## src/rtl/ula_pkg.sv

```systemverilog
// rtl/ula_pkg.sv - opcode constants and sequencer state encoding shared by the ALU sequencer files
package ula_pkg;

  localparam logic [2:0] OP_ADD       = 3'b000;
  localparam logic [2:0] OP_SUB       = 3'b001;
  localparam logic [2:0] OP_XOR       = 3'b010;
  localparam logic [2:0] OP_NOT       = 3'b011;
  localparam logic [2:0] OP_LEGAL_MAX = 3'b011;

  typedef enum logic [1:0] {
    IDLE = 2'b00,
    WAIT = 2'b01,
    CAPT = 2'b10,
    DONE = 2'b11
  } state_t;

  function automatic logic op_legal(input logic [2:0] op);
    return op <= OP_LEGAL_MAX;
  endfunction

endpackage

```

## src/rtl/ula_modelo.sv

```systemverilog
// rtl/ula_modelo.sv - combinational reference {flag, result} of the 8-bit ALU for a given (a, b, op)
module ula_modelo
  import ula_pkg::*;
#(
  parameter int N = 8
) (
  input  logic [N-1:0] a,
  input  logic [N-1:0] b,
  input  logic [2:0]   op,
  output logic [N-1:0] result,
  output logic         flag
);

  logic [N:0] sum;
  logic [N:0] dif;

  assign sum = {1'b0, a} + {1'b0, b};
  assign dif = {1'b0, a} - {1'b0, b};

  always_comb begin
    result = '0;
    flag   = 1'b0;
    case (op)
      OP_ADD:  {flag, result} = sum;
      OP_SUB:  {flag, result} = dif;
      OP_XOR:  result = a ^ b;
      OP_NOT:  result = ~a;
      default: ;
    endcase
  end

endmodule

```

## src/rtl/ula_sequenciador.sv

```systemverilog
// rtl/ula_sequenciador.sv - command/result sequencer for the 8-bit ALU; optional checker under ULA_SEQUENCIADOR_CHECK_EN
module ula_sequenciador
  import ula_pkg::*;
#(
  parameter int N       = 8,
  parameter int ULA_LAT = 2
) (
  input  logic         clk,
  input  logic         rst,
  input  logic         cmd_valid,
  output logic         cmd_ready,
  input  logic [N-1:0] cmd_a,
  input  logic [N-1:0] cmd_b,
  input  logic [2:0]   cmd_op,
  input  logic         cmd_chain,
  output logic [N-1:0] ula_a,
  output logic [N-1:0] ula_b,
  output logic [2:0]   ula_op,
  input  logic [N-1:0] ula_s,
  input  logic         ula_flag,
  output logic         res_valid,
  input  logic         res_ready,
  output logic [N-1:0] res_data,
  output logic         res_flag,
  output logic         res_err
`ifdef ULA_SEQUENCIADOR_CHECK_EN
  ,
  output logic         res_mismatch
`endif
);

  localparam int CW = (ULA_LAT > 1) ? $clog2(ULA_LAT) : 1;

  state_t        state;
  state_t        state_nxt;
  logic [CW-1:0] cnt;
  logic [CW-1:0] cnt_nxt;
  logic          accept;
  logic          cmd_legal;

  assign cmd_ready = (state == IDLE);
  assign res_valid = (state == DONE);
  assign accept    = cmd_valid && (state == IDLE);
  assign cmd_legal = op_legal(cmd_op);

  always_comb begin
    state_nxt = state;
    cnt_nxt   = cnt;
    case (state)
      IDLE: begin
        if (cmd_valid) begin
          if (cmd_legal) begin
            state_nxt = WAIT;
            cnt_nxt   = CW'(ULA_LAT - 1);
          end else begin
            state_nxt = DONE;
          end
        end
      end
      WAIT: begin
        if (cnt == '0) state_nxt = CAPT;
        else           cnt_nxt   = cnt - CW'(1);
      end
      CAPT: state_nxt = DONE;
      DONE: if (res_ready) state_nxt = IDLE;
      default: state_nxt = IDLE;
    endcase
  end

  // ula_* stay put outside a legal accept so the ALU flag tracks the last real operation
  always_ff @(posedge clk) begin
    if (rst) begin
      state    <= IDLE;
      cnt      <= '0;
      ula_a    <= '0;
      ula_b    <= '0;
      ula_op   <= OP_ADD;
      res_data <= '0;
      res_flag <= 1'b0;
      res_err  <= 1'b0;
    end else begin
      state <= state_nxt;
      cnt   <= cnt_nxt;
      if (accept) begin
        if (cmd_legal) begin
          ula_a  <= cmd_chain ? res_data : cmd_a;
          ula_b  <= cmd_b;
          ula_op <= cmd_op;
        end else begin
          res_data <= '0;
          res_flag <= 1'b0;
          res_err  <= 1'b1;
        end
      end
      if (state == CAPT) begin
        res_data <= ula_s;
        res_flag <= ula_flag;
        res_err  <= 1'b0;
      end
    end
  end

`ifdef ULA_SEQUENCIADOR_CHECK_EN
  logic [N-1:0] exp_res;
  logic         exp_flag;

  ula_modelo #(.N(N)) u_modelo (
    .a      (ula_a),
    .b      (ula_b),
    .op     (ula_op),
    .result (exp_res),
    .flag   (exp_flag)
  );

  always_ff @(posedge clk) begin
    if (rst) begin
      res_mismatch <= 1'b0;
    end else if (accept && !cmd_legal) begin
      res_mismatch <= 1'b0;
    end else if (state == CAPT) begin
      res_mismatch <= (exp_res != ula_s) || (exp_flag != ula_flag);
    end
  end
`else
`endif

endmodule
```

## config.mk

```make
export PLATFORM = sky130hd
export DESIGN_NAME = ula_sequenciador
export DESIGN_NICKNAME = d
export VERILOG_FILES = /design/src/rtl/ula_pkg.sv /design/src/rtl/ula_modelo.sv /design/src/rtl/ula_sequenciador.sv
export SDC_FILE = /design/constraint.sdc
export NUM_CORES = 1
export LEC_CHECK = 0
export CAP_MARGIN = 10
export CORE_ASPECT_RATIO = 1.1
export CORE_MARGIN = 3
export CORE_UTILIZATION = 35
export DETAILED_ROUTE_END_ITERATION = 10
export GPL_TIMING_DRIVEN = 0
export PLACE_DENSITY = 0.75
export SYNTH_ARGS = -nofsm -noshare
export SYNTH_HDL_FRONTEND = slang
export SYNTH_HIERARCHICAL = 1
export SYNTH_SLANG_ARGS = --single-unit
```

## constraint.sdc

```tcl
create_clock -name clk -period 1.5 [get_ports clk]
set_input_delay 0.15 -clock clk [delete_from_list [all_inputs] [get_ports clk]]
set_output_delay 0.15 -clock clk [all_outputs]
set_load 0.005 [all_outputs]
```

==> results by group, run 1 <==
Critical path
  – CP startpoint kind: register
  – Flop-to-flop setup slack: -0.01 ns
  – R2R cell count: 5
  – CP max FO: 4
  – Critical Path, Cell by Cell: inv_4 > ha_4 > a222oi_1 > buf_4 > mux2_4
  – Max stage delay on crit path: 0.38 ns
  – Setup crit end kind: register
  – Crit Path Class: register to register
  – CP max stage cell: dfxtp_2
  – Critical Path AT: between 1.5 and 2 ns
  – Worst R2R Start: state[1]
  – Critical Path RT: 1.72 ns
  – FF-to-FF End: state[1]

GRT
  – Initial antenna violation count: 0
  – Overall routing resource usage: 0.165
  – Aggregate global routing overflow: 0
  – Vias in the first global route: 1293
  – First-pass GRT wire length: 5.71 mm
  – Largest net degree at the start of global routing: 11

Layout
  – NumNets Final: 250
  – Most common cell after layout, fill and taps aside: clkdlybuf4s50_1
  – Share of layout cells above drive strength 1: 0.169
  – Most frequent cells in the layout: 59 x clkdlybuf4s50_1, 30 x dfxtp_1, 21 x nand2_1
  – Area delta synth->final: 66.8%
  – Number of antenna diodes: 0
  – Fillers: between 200 and 300

Clock tree
  – CTS clk-pin slew, worst paths: 0.09 ns
  – Clk sink count: 32
  – CTS Buf Count: 5
  – Cts hold-fix bufs: 0
  – H-tree depth: 2
  – CTS tree: yes
  – CTS root buf: clkbuf_4
  – CTS max path bufs: 2
  – Worst-skew pair later-pin latency: 0.33 ns

Drt
  – Average wire per standard cell: roughly 14 um
  – WL final: 3.64 mm
  – Via/cell ratio: 4.87
  – First-pass detailed-route iteration total: 5
  – Iter 0 DRT Violations: 44
  – ANT nets after route: 0
  – Routed vias: ~1300
  – Number of remaining DRC errors: 0

Synth
  – EDFF count, synth: 0
  – Synth Area in Compound Gates: 0.172
  – Main combinational cell family by area after synthesis: compound AO/OA/AOI/OAI gates
  – Synth Instances: 140
  – Seq/Total Area, Yosys: 0.498
  – Post-synthesis adder-cell area fraction: 0.0486
  – Post-synthesis cell area: 1290 um2
  – Asr flop ratio synth: 0
  – Yosys reg bits: 32
  – Synthesized Nets: around 180
  – Synth Flop Type: dfxtp_1
  – Synth warn: 6
  – Post-synth cell types: 23
  – Synth Area in XOR/XNOR: 0
  – Mux contribution to synthesized area: 0.0865
  – Post-synthesis simple-gate area fraction: 0.148
  – Syn Area/Cell: 9.20 um2

STA
  – Worst Max-Slew Pin Slew: 0.671 ns
  – Final worst setup slack: -0.0118 ns
  – Unrepaired setup endpoints after global routing: true
  – Number of slew-limit violations in the final report: 0
  – Hold Violations, Final: 0
  – Fin crit share: 1.01
  – Setup_tns: -0.0118 ns
  – Clock skew: around 0.011 ns
  – Minimum clock period: 1.51 ns
  – Relative slew slack: 0.553
  – Fmax: ~660 MHz
  – Setup violations, final: 1

Run status
  – Outcome: complete, but fails checks
  – Failing checks: negative setup slack

Place
  – Worst slack, placed: -0.238 ns
  – Final Wtd Congestion: 0.768
  – Count of port buffers added during placement: 61
  – Detail Placement HPWL: 2.72 mm

Min path
  – Hold Startpoint: rst
  – Min-Delay Path Class: input port to register
  – Hold path endpoint: state[1]
  – Hold path cells: 3

Floorplanning
  – Die area: 4440 um2
  – Io pins: 64
  – Core Box Area: 3440 um2
  – Initial Utilization: 0.374
  – Row cnt: 22
  – Die Span Y: a little under 70 um
  – Die width: 63.8 um

Flow run
  – Max_cap viols: 0

Power
  – Leakage: 0.813 nW
  – Pwr Density: 1370 nW/um2
  – Worst vdd ir: ~0.65 mV
==> how the worst max path moves through the flow <==
stage	start	endpoint	cells after the start
3_5_place_dp	cmd_valid	state[1]	4
6_report	state[1]	state[1]	5
3_3_place_gp	cmd_valid	state[1]	4
2_1_floorplan	state[1]	state[1]	4
5_1_grt	state[0]	state[1]	5
4_1_cts	state[0]	res_data[0]	5
==> cells by family after synthesis <==
logic type | Yosys count
mux | 11
simple gates | 46
flops | 32
fa+ha+maj | 5
compound gates | 32
buf+inv | 14
==> through the flow <==
step           utilization  total power [mW]  hold slack (ns)  cells  cell area, um2
4_1_cts              0.598              2.80            0.247    259            2060
5_1_grt              0.624              3.11            0.293    261            2150
3_3_place_gp         0.573              2.19            0.441    249            1970
6_report             0.624              2.93            0.264    261            2150
3_5_place_dp         0.573              2.25            0.448    249            1970
2_1_floorplan            -              1.71            0.286    140            1300
==> routing by layer <==
metal | wire [um] | GRT usage | vias to the layer above
met5 | 0 | 0 | -
met4 | 52 | 0.0791 | 0
met3 | 269 | 0.0519 | 5
met2 | 1850 | 0.301 | 50
met1 | 1470 | 0.165 | 591
li1 | - | - | 626
==> synth_stat cells (all sizes together), types with 2 or more instances <==
cell    instances  share of area
mux2i          10          0.078
clkbuf          7          0.020
nor2           20          0.058
a211oi          9          0.052
dfxtp          32           0.50
ha              5          0.049
buf             3          0.016
a31oi           2          0.015
inv             4          0.012
nand2          21          0.061
a22oi           9          0.052
a21oi          10          0.039
==> registers in the layout (all words and copies together), names as in the netlist <==
signal / flops
ula_b: 8
ula_op: 3
res_err: 1
res_flag: 1
ula_a: 8
cnt: 1
state: 2
res_data: 8
==> cell type report <==
type / count / area (um2) / share of cell area
plain buffers: 10 / 55.1 / 0.0256
clock buffers: 6 / 51.3 / 0.0239
clock inverters: 2 / 10.0 / 0.00466
inverters: 4 / 20.0 / 0.00932
multi-input cells: 94 / 666 / 0.310
flip-flops and latches: 32 / 646 / 0.301
well taps: 48 / 60.1 / 0.0280
repair buffers: 65 / 639 / 0.298
==> power by group <==
| part | total, mW | switching, mW | internal [mW] |
|---|---|---|---|
| Combinational | 1.29 | 0.578 | 0.711 |
| Sequential | 1.14 | 0.122 | 1.02 |
| Clock | 0.505 | 0.282 | 0.223 |
==> worst max-delay path, delay by kind of cell, from the launching register on <==
| family | cells | cell delay [ns] |
|---|---|---|
| compound gates | 1 | 0.33 |
| buf+inv | 2 | 0.24 |
| mux | 1 | 0.29 |
| fa+ha+maj | 1 | 0.15 |
| flops | 1 | 0.38 |
==> repair_timing <==
item,4_1_cts,5_1_grt
endpoints found under the hold margin,0,0
pin swaps,1,2
resized for setup,6,19
setup endpoints to repair,5,29
setup buffers,2,2
Note: power is estimated with default switching activity, not from simulation.
==> run 2, diff against run 1 <==
--- a/config.mk
+++ b/config.mk
@@ -12,6 +12,7 @@
 export DETAILED_ROUTE_END_ITERATION = 10
 export GPL_TIMING_DRIVEN = 0
 export PLACE_DENSITY = 0.75
+export SLEW_MARGIN = 15
 export SYNTH_ARGS = -nofsm -noshare
 export SYNTH_HDL_FRONTEND = slang
 export SYNTH_HIERARCHICAL = 1
==> results of run 2 <==
Same layout as run 1: the final DEF is identical, and so are final timing and power.
==> run 3, diff against run 2 <==
--- a/config.mk
+++ b/config.mk
@@ -5,13 +5,15 @@
 export SDC_FILE = /design/constraint.sdc
 export NUM_CORES = 1
 export LEC_CHECK = 0
+export ABC_AREA = 1
 export CAP_MARGIN = 10
 export CORE_ASPECT_RATIO = 1.1
 export CORE_MARGIN = 3
-export CORE_UTILIZATION = 35
+export CORE_UTILIZATION = 44
 export DETAILED_ROUTE_END_ITERATION = 10
+export GPL_ROUTABILITY_DRIVEN = 0
 export GPL_TIMING_DRIVEN = 0
-export PLACE_DENSITY = 0.75
+export PLACE_DENSITY = 0.86
 export SLEW_MARGIN = 15
 export SYNTH_ARGS = -nofsm -noshare
 export SYNTH_HDL_FRONTEND = slang
==> constraint.sdc (replaced) <==
create_clock -name clk -period 1.8 [get_ports clk]
set_input_delay 0.18 -clock clk [delete_from_list [all_inputs] [get_ports clk]]
set_output_delay 0.18 -clock clk [all_outputs]
set_load 0.005 [all_outputs]
==> results by group, run 3 <==
Run status
  – Outcome: finished clean

Layout
  – Seq. cell area: 641 um2
  – Area delta synth->final: 52.1%
  – Most common cell after layout, fill and taps aside: clkdlybuf4s50_1
  – NumNets Final: 291
  – Number of antenna diodes: 0
  – Top Registers: res_data: 8 flops, ula_a: 8 flops, ula_b: 8 flops
  – Share of layout cells above drive strength 1: 0.0870
  – Multi-input logic area: between 600 and 700 um2
  – Fillers: 231
  – Most frequent cells in the layout: 62 x clkdlybuf4s50_1, 43 x nand2_1, 32 x dfxtp_1

Synth
  – Yosys reg bits: 32
  – Post-synth top cells: 43 x nand2_1, 32 x dfxtp_1, 26 x nor2_1
  – Synthesized Nets: 222
  – Synth top area share: 0.463
  – Synth Flop Type: dfxtp_1
  – Synth Instances: between 150 and 200
  – Synth warn: 6
  – Synth top area cells: dfxtp_1 46%, nand2_1 12%, nor2_1 7.1%
  – Asr flop ratio synth: 0
  – Post-synth cell types: 18
  – Area leader, netlist: dfxtp_1
  – Seq/Total Area, Yosys: 0.463
  – Post-synthesis cell area: 1380 um2
  – EDFF count, synth: 0
  – Cell with the most instances after synthesis: nand2_1
  – Syn Area/Cell: 7.51 um2

Power
  – Worst vdd ir: 0.764 mV
  – Combinational fraction of design power: 0.394
  – Sw Pwr: 684 uW
  – Pwr Density: slightly above 1000 nW/um2
  – Internal: roughly 1.4 mW
  – Overall Power: 2.12 mW
  – Switching Share: 0.323
  – Leakage: 0.839 nW
  – Clock share of power: 0.172
  – Seq pwr share: 0.433

Min path
  – Min-Delay Path Class: input port to register

Clock tree
  – CTS tree: yes
  – Worst-skew pair later-pin latency: 0.32 ns
  – Clk sink count: 32
  – CTS clk-pin slew, worst paths: around 0.090 ns
  – Cts hold-fix bufs: 0
  – Post-CTS Setup Inserts: 0
  – CTS Buf Count: 5
  – H-tree depth: 2
  – CTS max path bufs: 2
  – CTS root buf: clkbuf_4

GRT
  – Largest net degree at the start of global routing: 11
  – First-pass GRT wire length: 5.58 mm
  – Vias in the first global route: around 1300
  – Initial antenna violation count: 0
  – Overall routing resource usage: 0.192
  – Aggregate global routing overflow: 0

Floorplanning
  – Row cnt: 20
  – Core Box Area: 2880 um2
  – Die width: 59.4 um
  – Io pins: 64
  – Die area: roughly 3900 um2
  – Die Span Y: 64.8 um
  – Initial Utilization: 0.480

STA
  – Setup_tns: 0 ns
  – Worst Max-Slew Pin Slew: 0.257 ns
  – Hold Violations, Final: 0
  – Setup violations, final: 0
  – Unrepaired setup endpoints after global routing: false
  – Fin crit share: 0.955
  – Clock skew: between 0.003 and 0.004 ns
  – Fmax: 582 MHz
  – Minimum clock period: roughly 1.7 ns
  – Relative slew slack: 0.828
  – Number of slew-limit violations in the final report: 0
  – Final worst setup slack: between 0.08 and 0.09 ns

Critical path
  – Max stage delay on crit path: 0.50 ns
  – CP max FO: 5
  – CP startpoint kind: register
  – Critical Path, Cell by Cell: inv_1 > ha_4 > clkdlybuf4s50_1
  – Crit Path Class: register to output port
  – Critical Path RT: 1.62 ns
  – CP max stage cell: clkdlybuf4s50_1
  – Setup crit end kind: output port
  – Critical Path AT: approximately 1.5 ns

Drt
  – Iter 0 DRT Violations: 47
  – Via/cell ratio: 4.64
  – Number of remaining DRC errors: 0
  – First-pass detailed-route iteration total: 4
  – Average wire per standard cell: 11.6 um
  – WL final: 3.33 mm
  – ANT nets after route: 0
  – Routed vias: around 1300

Flow run
  – Max_cap viols: 0

Place
  – Detail Placement HPWL: 2.61 mm
  – Count of port buffers added during placement: 62
  – Worst slack, placed: 0.342 ns
==> run 3: cell count changes in the layout (fill, tap and decap cells not counted), moves of 7 or more <==
| cell | previous run | this run |
|---|---|---|
| nand2_1 | 21 | 43 |
| o21ai_0 | 0 | 18 |
| inv_1 | 1 | 16 |
| mux2i_1 | 10 | 0 |
| nand3_1 | 0 | 10 |
| a22oi_1 | 9 | 0 |
| a211oi_2 | 8 | 0 |
| nor2_1 | 19 | 26 |
==> run 3: final cells by class <==
type,count,share of cell area
Timing Repair Buffer,62,0.295
Tap cell,33,0.0196
Buffer,9,0.0339
Clock inverter,1,0.00238
Multi-Input combinational cell,125,0.293
Sequential cell,32,0.305
Inverter,18,0.0321
Clock buffer,6,0.0196
==> run 3: power groups by stage <==
stage	Combinational (mW)	Sequential (mW)	Clock, mW
2_1_floorplan	0.414	0.931	0
3_3_place_gp	0.798	0.928	0
3_5_place_dp	0.815	0.934	0
4_1_cts	0.823	0.918	0.376
5_1_grt	0.941	0.937	0.407
6_report	0.836	0.918	0.365
==> run 3: kinds of logic (layout without fill, tap and decap cells) <==
family          Yosys count  in the layout  share of synthesized area
compound gates           39             39                      0.153
fa+ha+maj                 5              5                     0.0452
flops                    32             32                      0.463
simple gates             81             81                      0.238
buf+inv                  27             96                      0.100
==> run 3: worst paths after layout <==
| path | cells past startpoint | slack, ns | to | from |
|---|---|---|---|---|
| setup / recovery | 3 | 0.08 | cmd_ready | state[0] |
| hold reg to reg | 2 | 0.45 | ula_op[2] | ula_op[2] |
| hold / removal | 2 | 0.15 | ula_a[5] | rst |
| setup reg to reg | 7 | 0.44 | ula_a[3] | state[0] |
==> run 3: critical path: cells and delay by family, from the launching register on <==
family                     cells  cell delay, ns
buffers and inverters          2            0.68
DFF                            1            0.35
adders and majority gates      1            0.19
==> run 3: timing repair <==
action | CTS | global route
endpoints found under the setup margin | 1 | 1
gates resized for setup | 1 | 1
pin swaps | 0 | 0
==> run 3: per-layer routing <==
metal / GRT usage / part of all wire / wire length (um)
met5: 0 / 0 / 0
met4: 0.0765 / 0.018 / 59
met3: 0.0618 / 0.058 / 192
met2: 0.321 / 0.52 / 1720
met1: 0.221 / 0.41 / 1360
==> run 3: through the flow <==
| step | hold slack (ns) | cell area (um2) | std cells | util |
|---|---|---|---|---|
| after global placement | 0.430 | 2040 | 279 | 0.710 |
| final | 0.152 | 2100 | 286 | 0.731 |
| after global routing | 0.125 | 2100 | 286 | 0.731 |
| after detailed placement | 0.446 | 2040 | 279 | 0.710 |
| after CTS | 0.135 | 2090 | 286 | 0.727 |
| after floorplan | 0.314 | 1380 | 184 | - |
